[src/rtl/mips_pkg.sv]
// Shared MIPS core definitions: MEM/WB bundle field positions and register constants.
package mips_pkg;
  localparam int MEMWB_W        = 71;
  localparam int MEMWB_MEMTOREG = 70;
  localparam int MEMWB_ALU_HI   = 69;
  localparam int MEMWB_ALU_LO   = 38;
  localparam int MEMWB_REGWRITE = 37;
  localparam int MEMWB_WREG_HI  = 36;
  localparam int MEMWB_WREG_LO  = 32;
  localparam int MEMWB_RDATA_HI = 31;
  localparam int MEMWB_RDATA_LO = 0;
  localparam int REG_ZERO       = 0;
endpackage

[src/rtl/writeback_stage_reg_file.sv]
// Architectural register file: two combinational read ports with write-first
// bypass, one write port, register 0 hardwired to zero.
module reg_file
  import mips_pkg::*;
#(
  parameter int NREGS = 32,
  parameter int DW    = 32,
  localparam int AW   = $clog2(NREGS)
) (
  input  logic          clk,
  input  logic          rst_n,
  input  logic          we,
  input  logic [AW-1:0] waddr,
  input  logic [DW-1:0] wdata,
  input  logic [AW-1:0] raddrA,
  input  logic [AW-1:0] raddrB,
  output logic [DW-1:0] rdataA,
  output logic [DW-1:0] rdataB
);

  logic [DW-1:0] regs [NREGS];
  logic          wrEn;

  assign wrEn = we && (waddr != AW'(REG_ZERO));

  always_ff @(posedge clk or negedge rst_n) begin
    if (!rst_n) begin
      for (int i = 0; i < NREGS; i++) regs[i] <= '0;
    end else if (wrEn) begin
      regs[waddr] <= wdata;
    end
  end

  // Address zero wins over bypass so r0 reads zero regardless of the write port.
  always_comb begin
    rdataA = regs[raddrA];
    if (raddrA == AW'(REG_ZERO))            rdataA = '0;
    else if (wrEn && (raddrA == waddr))     rdataA = wdata;
  end

  always_comb begin
    rdataB = regs[raddrB];
    if (raddrB == AW'(REG_ZERO))            rdataB = '0;
    else if (wrEn && (raddrB == waddr))     rdataB = wdata;
  end

endmodule

[src/rtl/writeback_stage.sv]
// MIPS write-back stage: result mux, commit strobe, register file and forwarding taps.
// Optional retire/commit counters are enabled with the WB_RETIRE_CNT_EN macro.
module writeback_stage
  import mips_pkg::*;
#(
  parameter int NREGS = 32,
  parameter int DW    = 32,
  localparam int AW   = $clog2(NREGS)
) (
  input  logic               clk,
  input  logic               rst_n,
  input  logic [MEMWB_W-1:0] MEMWBReg,
  input  logic               wb_valid,
  input  logic [AW-1:0]      rd_addr_a,
  input  logic [AW-1:0]      rd_addr_b,
  output logic [DW-1:0]      rd_data_a,
  output logic [DW-1:0]      rd_data_b,
  output logic               wb_we,
  output logic [AW-1:0]      wb_reg,
  output logic [DW-1:0]      wb_data,
  output logic               wb_we_q,
  output logic [AW-1:0]      wb_reg_q,
  output logic [DW-1:0]      wb_data_q
`ifdef WB_RETIRE_CNT_EN
  ,
  output logic [31:0]        retire_cnt,
  output logic [31:0]        commit_cnt
`endif
);

  logic          memToReg;
  logic          regWrite;
  logic [AW-1:0] writeReg;
  logic [DW-1:0] aluResult;
  logic [DW-1:0] memData;

  assign memToReg  = MEMWBReg[MEMWB_MEMTOREG];
  assign aluResult = MEMWBReg[MEMWB_ALU_HI:MEMWB_ALU_LO];
  assign regWrite  = MEMWBReg[MEMWB_REGWRITE];
  assign writeReg  = MEMWBReg[MEMWB_WREG_HI:MEMWB_WREG_LO];
  assign memData   = MEMWBReg[MEMWB_RDATA_HI:MEMWB_RDATA_LO];

  assign wb_data = memToReg ? memData : aluResult;
  assign wb_we   = wb_valid & regWrite & (writeReg != AW'(REG_ZERO));
  assign wb_reg  = wb_we ? writeReg : '0;

  reg_file #(.NREGS(NREGS), .DW(DW)) uRegFile (
    .clk    (clk),
    .rst_n  (rst_n),
    .we     (wb_we),
    .waddr  (wb_reg),
    .wdata  (wb_data),
    .raddrA (rd_addr_a),
    .raddrB (rd_addr_b),
    .rdataA (rd_data_a),
    .rdataB (rd_data_b)
  );

  // Bubbles load zeros so the 2-back forwarding tap never shows a stale destination.
  always_ff @(posedge clk or negedge rst_n) begin
    if (!rst_n) begin
      wb_we_q   <= 1'b0;
      wb_reg_q  <= '0;
      wb_data_q <= '0;
    end else begin
      wb_we_q   <= wb_we;
      wb_reg_q  <= wb_we ? wb_reg  : '0;
      wb_data_q <= wb_we ? wb_data : '0;
    end
  end

`ifdef WB_RETIRE_CNT_EN
  logic [31:0] retireCnt;
  logic [31:0] commitCnt;

  always_ff @(posedge clk or negedge rst_n) begin
    if (!rst_n) begin
      retireCnt <= '0;
      commitCnt <= '0;
    end else begin
      if (wb_valid) retireCnt <= retireCnt + 32'd1;
      if (wb_we)    commitCnt <= commitCnt + 32'd1;
    end
  end

  assign retire_cnt = retireCnt;
  assign commit_cnt = commitCnt;
`endif

endmodule

[config.mk]
export PLATFORM = sky130hd
export DESIGN_NAME = writeback_stage
export DESIGN_NICKNAME = d
export VERILOG_FILES = /design/src/rtl/mips_pkg.sv /design/src/rtl/writeback_stage_reg_file.sv /design/src/rtl/writeback_stage.sv
export SDC_FILE = /design/constraint.sdc
export NUM_CORES = 2
export LEC_CHECK = 0
export BUFFER_PORTS_ARGS = -buffer_cell sky130_fd_sc_hd__clkbuf_2
export CORE_ASPECT_RATIO = 0.6
export CORE_MARGIN = 2
export CORE_UTILIZATION = 55
export CTS_BUF_LIST = sky130_fd_sc_hd__clkbuf_2
export DETAILED_ROUTE_END_ITERATION = 10
export GPL_ROUTABILITY_DRIVEN = 0
export PLACE_DENSITY_LB_ADDON = 0.12
export SLEW_MARGIN = 30
export SYNTH_ARGS = -nofsm -noshare
export SYNTH_HDL_FRONTEND = slang
export SYNTH_SLANG_ARGS = --single-unit
export TNS_END_PERCENT = 50
[constraint.sdc]
create_clock -name clk -period 4.77 [get_ports clk]
set_input_delay 0.2385 -clock clk [delete_from_list [all_inputs] [get_ports clk]]
set_output_delay 0.2385 -clock clk [all_outputs]
set_load 0.01 [all_outputs]
# [Yosys cells after proc, flatten, opt, wreduce, memory -nomap -nowiden]
# Cells that the tools add are included.
[word_totals] register_bits=1062 out_inout_bits=140 input_bits=84
[classes] mux=17 eq_ne=2 magnitude_cmp=4 reduce_logical=8 n_bitwise=5
[ops] op="$bwmux W1024" count=1
[ops] op="$mux W32" count=11
[ops] op="$bmux W32 S5" count=2
[ops] op="$demux W32 S5" count=1
[ops] op="$ge A6 B6 Y1 const B" count=3
[ops] op="$not A5 Y6" count=3
[ops] op="$eq A5 B5 Y1" count=2
[ops] op="$logic_not A5 Y1" count=2
[ops] op="$mux W5" count=2
[ops] op="$reduce_bool A5 Y1" count=2
[ops] op="$lt A6 B1 Y1 const B" count=1
[ops] op="$logic_and A1 B1 Y1" count=4
[ops] op="$and A1 B1 Y1" count=2

# [Longest topological paths before layout]
[depth] ltp_word=9 ltp_mapped=9 depth_no_buf=7

# [Cells and area by module]
# From an unflattened synthesis, not the netlist that was laid out.
[hier_totals] hier_cells=4085 area_unflattened_um2=57811.7
[by_module_without_submodules] module="reg_file" seq_area_each_um2=25624.6 n_inst=1 area_each_um2=56008.7 cells_per_inst=3929
[by_module_without_submodules] module="writeback_stage" seq_area_each_um2=950.9 n_inst=1 area_each_um2=1803.0 cells_per_inst=156

# [Least setup slack after synthesis]
# No wires, ideal clock.
[synth_timing] kind="input to output" from="input port rd_addr_b[0]" to="output port rd_data_b[10]" arrival_ns=1.857 path_buffers=4 slack_ns=2.674 t_required_ns=4.532 cell_stages=7 cell_sequence="buf_4 -> buf_4 -> buf_4 -> buf_2 -> mux4_2 -> o211ai_1 -> mux2i_1"
[synth_via] elab_chain_cells=6 elab_cells_between_ends=9 cone_classes="1 x eq/ne; 5 x mux; 1 x bitwise; 2 x reduce/logical"
[synth_rtl] element="start: declaration" line_no="writeback_stage.sv:15" source="input logic [AW-1:0] rd_addr_b,"
[synth_rtl] element="$not A5 Y6 (not written as such)" line_no="writeback_stage_reg_file.sv:42" source="rdataB = regs[raddrB];"
[synth_rtl] element="$bmux W32 S5" line_no="writeback_stage_reg_file.sv:42"
[synth_rtl] element="$mux W32 (not written as such) (2 in series)" line_no="writeback_stage_reg_file.sv:42"
[synth_rtl] element="$mux W32" line_no="writeback_stage_reg_file.sv:44" source="else if (wrEn && (raddrB == waddr)) rdataB = wdata;"
[synth_rtl] element="$mux W32 *" line_no="writeback_stage_reg_file.sv:43" source="if (raddrB == AW'(REG_ZERO)) rdataB = '0;"
[synth_rtl] element="end: declaration" line_no="writeback_stage.sv:17" source="output logic [DW-1:0] rd_data_b,"
# Mark *: on every way between the ends. The rest lies on a longest branch, timed or not. The select of a mux whose other input is x is not followed.

# [Final worst setup path]
[layout_timing] from="input port MEMWBReg[41]" to="output port wb_data[3]"
[layout_via] elab_chain_cells=1
[layout_rtl] element="start: declaration" line_no="writeback_stage.sv:12" source="input logic [MEMWB_W-1:0] MEMWBReg,"
[layout_rtl] element="$mux W32" line_no="writeback_stage.sv:43" source="assign wb_data = memToReg ? memData : aluResult;"
[layout_rtl] element="end: declaration" line_no="writeback_stage.sv:20" source="output logic [DW-1:0] wb_data,"
# Every way passes these cells.

==> results.yml <==
run_status:
  status: "complete, no violations"
clock_tree:
  clk_pin_slew_ns: 0.12
  clock_latency_ns: 1.66
  cts.path.max_buffers: 3
  h-tree-depth: 4
  cts_tree: "yes"
  root_buffer: "clkbuf_2"
  cts_made_buffers: 238
  clock_sinks: 1062
  post_cts_buffers: 0
finish:
  nets: 5094
  syn2layout_area_growth_pct: 13.4
  drive_above_1_share: 0.266
  final_cell_count_no_fill: 6503
  final_util: 0.630
setup_path:
  worst_setup_path_end_kind: "primary output"
  worstPathRequired_ns: 4.53
  crit_arrival_ns: 4.41
  start_kind: "input port"
  path_class: "input port to primary output"
  worstReg2RegStart: "uRegFile.regs[34]$_DFFE_PN0P_"
  ff2ff_path_depth: 3
  ff2ff_setup_slack_ns: 3.49
  reg2reg_to: "uRegFile.regs[34]$_DFFE_PN0P_"
  worst-path-max-fanout: 20
drt:
  routed_wl_um: 195000
  num_vias: 42733
  detail-route-antenna-nets: 0
  drc_errors: 0
  drtPass1Iterations: 6
  vias_per_cell: 6.57
  drt_iter0_drc: 6419
  avgRoutedWirePerCell_um: 29.9
floorplanning:
  die_h_um: 246
  rows: 88
  dieArea_sq_mm: 0.100
  fp.dieW_um: 407
  io_pins: 224
  coreArea_sq_mm: 0.0963
  initial_utilization: 0.556
timing:
  relSlewSlack: 0.231
  finalClockSkew_ns: 0
  setup_viol: 0
  period_minus_slack_ns: 4.65
  period_share: 0.975
  fmax_mhz: 215
  fin_tns_setup_ns: 0
  tightest_slew_ns: 1.15
  rsz0062_at_grt: "no"
  slew_violations: 0
  hold_viol: 0
power_and_ir_drop:
  cellInternalPower_uw: 15000
  switchingPower_uw: 7400
  p_sw_frac: 0.331
  power.density_mw_per_mm2: 368
  vdd_ir_drop_max_uv: 286
  p_clk_frac: 0.272
  seqPwrFrac: 0.509
  p_leak_uw: 0.0270
  p_comb_frac: 0.219
synthesis:
  synth-main-ff-cell: "dfrtp_1"
  synth_edf_count: 0
  ys_async_sr_fraction: 1.00
  syn_nets: 4790
  syn_inst: 4706
  synth_top_cell_area_share: 0.496
  avgSynthCellArea_sq_um: 11.4
  synth.largest_area_cell: "dfrtp_1"
  synth_area_leaders: "dfrtp_1 50%, mux4_2 20%, o21ai_1 6.0%"
  netlist-cell-type-count: 50
  seq_area_frac_synth: 0.496
  synth_area_sq_mm: 0.0536
  ys_warn_count: 0
  ys_ff_latch: 1062
grt:
  gr-total-overflow: 0
  grt_max_degree: 133
  antenna_found_initial: 6
  grt.total_usage: 0.400
  grt_pass1_vias: 40588
  grt_pass1_wl_um: 285000
job:
  drv_cap: 0
min_path:
  holdPathEnd: "uRegFile.regs[709]$_DFFE_PN0P_"
  hold_class: "input port to flip-flop"
  hold_path_depth: 5
  hp-start: "MEMWBReg[5]"
placed_design:
  io_buffers: 223
  dp_hpwl_um: 114000
  placed_cells: 5869
-- synthesized netlist by cell type (all sizes together) (2+ instances only) --
library cell  count
nand4             2
nor4             32
a311oi            2
o22ai           219
nand2           696
dfrtp          1062
clkbuf          374
nor2            395
nand2b            2
mux2i            67
or3b              4
and3             10
xnor2             6
a21oi           320
o211ai           34
nor2b             6
mux4            510
or4              31
buf             150
and2              2
nor3              6
xor2              3
inv              35
or3               4
nand3b            5
o21ai           674
o22a             31
nand3            13
-- area by class of cell --
type / count / area [sq um]
antenna: 7 / 17.5
clock buffer: 338 / 1690
clock inverter: 83 / 488
fill: 7760 / 35600
inverter: 35 / 131
multi-input combinational: 3085 / 25200
sequential: 1062 / 26600
tap: 1305 / 1630
timing repair buffer: 588 / 4990
-- power by group through the flow --
stage / combinational, uW / sequential, uW / clock [uW]
after floorplan: 3230 / 11100 / 0
after global placement: 4480 / 11400 / 0
after detailed placement: 4610 / 11500 / 0
after CTS: 4830 / 11300 / 6140
after global routing: 5300 / 11500 / 6610
final: 4910 / 11400 / 6080
-- cells in the final DEF (no fill, tap or decap), types with 25 or more instances in the layout --
cell	count
dfrtp_1	1062
nand2_1	681
o21ai_1	644
clkbuf_2	556
mux4_2	486
nor2_1	389
a21oi_1	320
dlygate4sd3_1	190
o22ai_1	189
buf_4	123
clkinv_1	59
buf_12	39
mux2i_1	35
o211ai_1	34
mux2i_4	32
nor4_1	32
or4_1	31
o22a_1	31
o22ai_2	30
o21ai_0	30
inv_2	25
-- what timing repair did --
item / in CTS / in global routing
hold buffers: 204 / 1
endpoints found under the setup margin: 0 / 15
endpoints found under the hold margin: 2092 / 15
gates resized for setup: 0 / 1
-- kinds of logic (layout without fill, tap and decap cells) --
logic type,count (synthesis),after routing,synth area share
AO/OA/AOI/OAI,1288,1288,0.134
buffers and inverters,559,1044,0.0485
XOR/XNOR,9,9,0.00147
flip-flops,1062,1062,0.496
other,0,7,0
multiplexers,578,578,0.229
AND/OR/NAND/NOR,1210,1210,0.0914
-- routing by layer --
metal / routed length, um / vias up / GRT usage
li1: - / 18086 / -
met1: 77600 / 21299 / 0.580
met2: 81800 / 2885 / 0.545
met3: 27900 / 461 / 0.151
met4: 7400 / 2 / 0.156
met5: 7 / - / 0
-- worst max-delay path, stage by stage --
cell	delay (ns)
dlygate4sd3_1	0.54
clkbuf_2	0.10
dlygate4sd3_1	0.58
mux2i_4	0.36
dlygate4sd3_1	0.76
buf_8	0.13
dlygate4sd3_1	1.14
buf_4	0.36
inv_1	0.06
clkbuf_2	0.12
-- how the worst max path moves through the flow --
stage | slack (ns) | cells after the start | to | from
6_report | 0.12 | 10 | wb_data[3] | MEMWBReg[41]
5_1_grt | 0.05 | 10 | wb_data[3] | MEMWBReg[41]
4_1_cts | 0.03 | 11 | rd_data_b[16] | MEMWBReg[34]
3_3_place_gp | 1.44 | 8 | rd_data_b[16] | MEMWBReg[34]
2_1_floorplan | 2.67 | 7 | rd_data_b[10] | rd_addr_b[0]
3_5_place_dp | 1.42 | 8 | rd_data_b[16] | MEMWBReg[34]
-- flip-flops by register name, indices dropped and copies added (netlist names) --
name	cells
wb_reg_q	5
wb_data_q	32
wb_we_q	1
uRegFile.regs	1024
-- metrics by stage --
step	cell area, sq um	total power [uW]	setup WS, ns	hold slack, ns
after global placement	56000	15900	1.44	0.307
after detailed placement	56300	16100	1.42	0.312
after floorplan	53600	14400	2.67	-0.0571
after global routing	60700	23400	0.0453	0.109
after CTS	60700	22300	0.0283	0.00235
final	60700	22400	0.120	0.0125
Note: power is estimated with default switching activity, not from simulation.
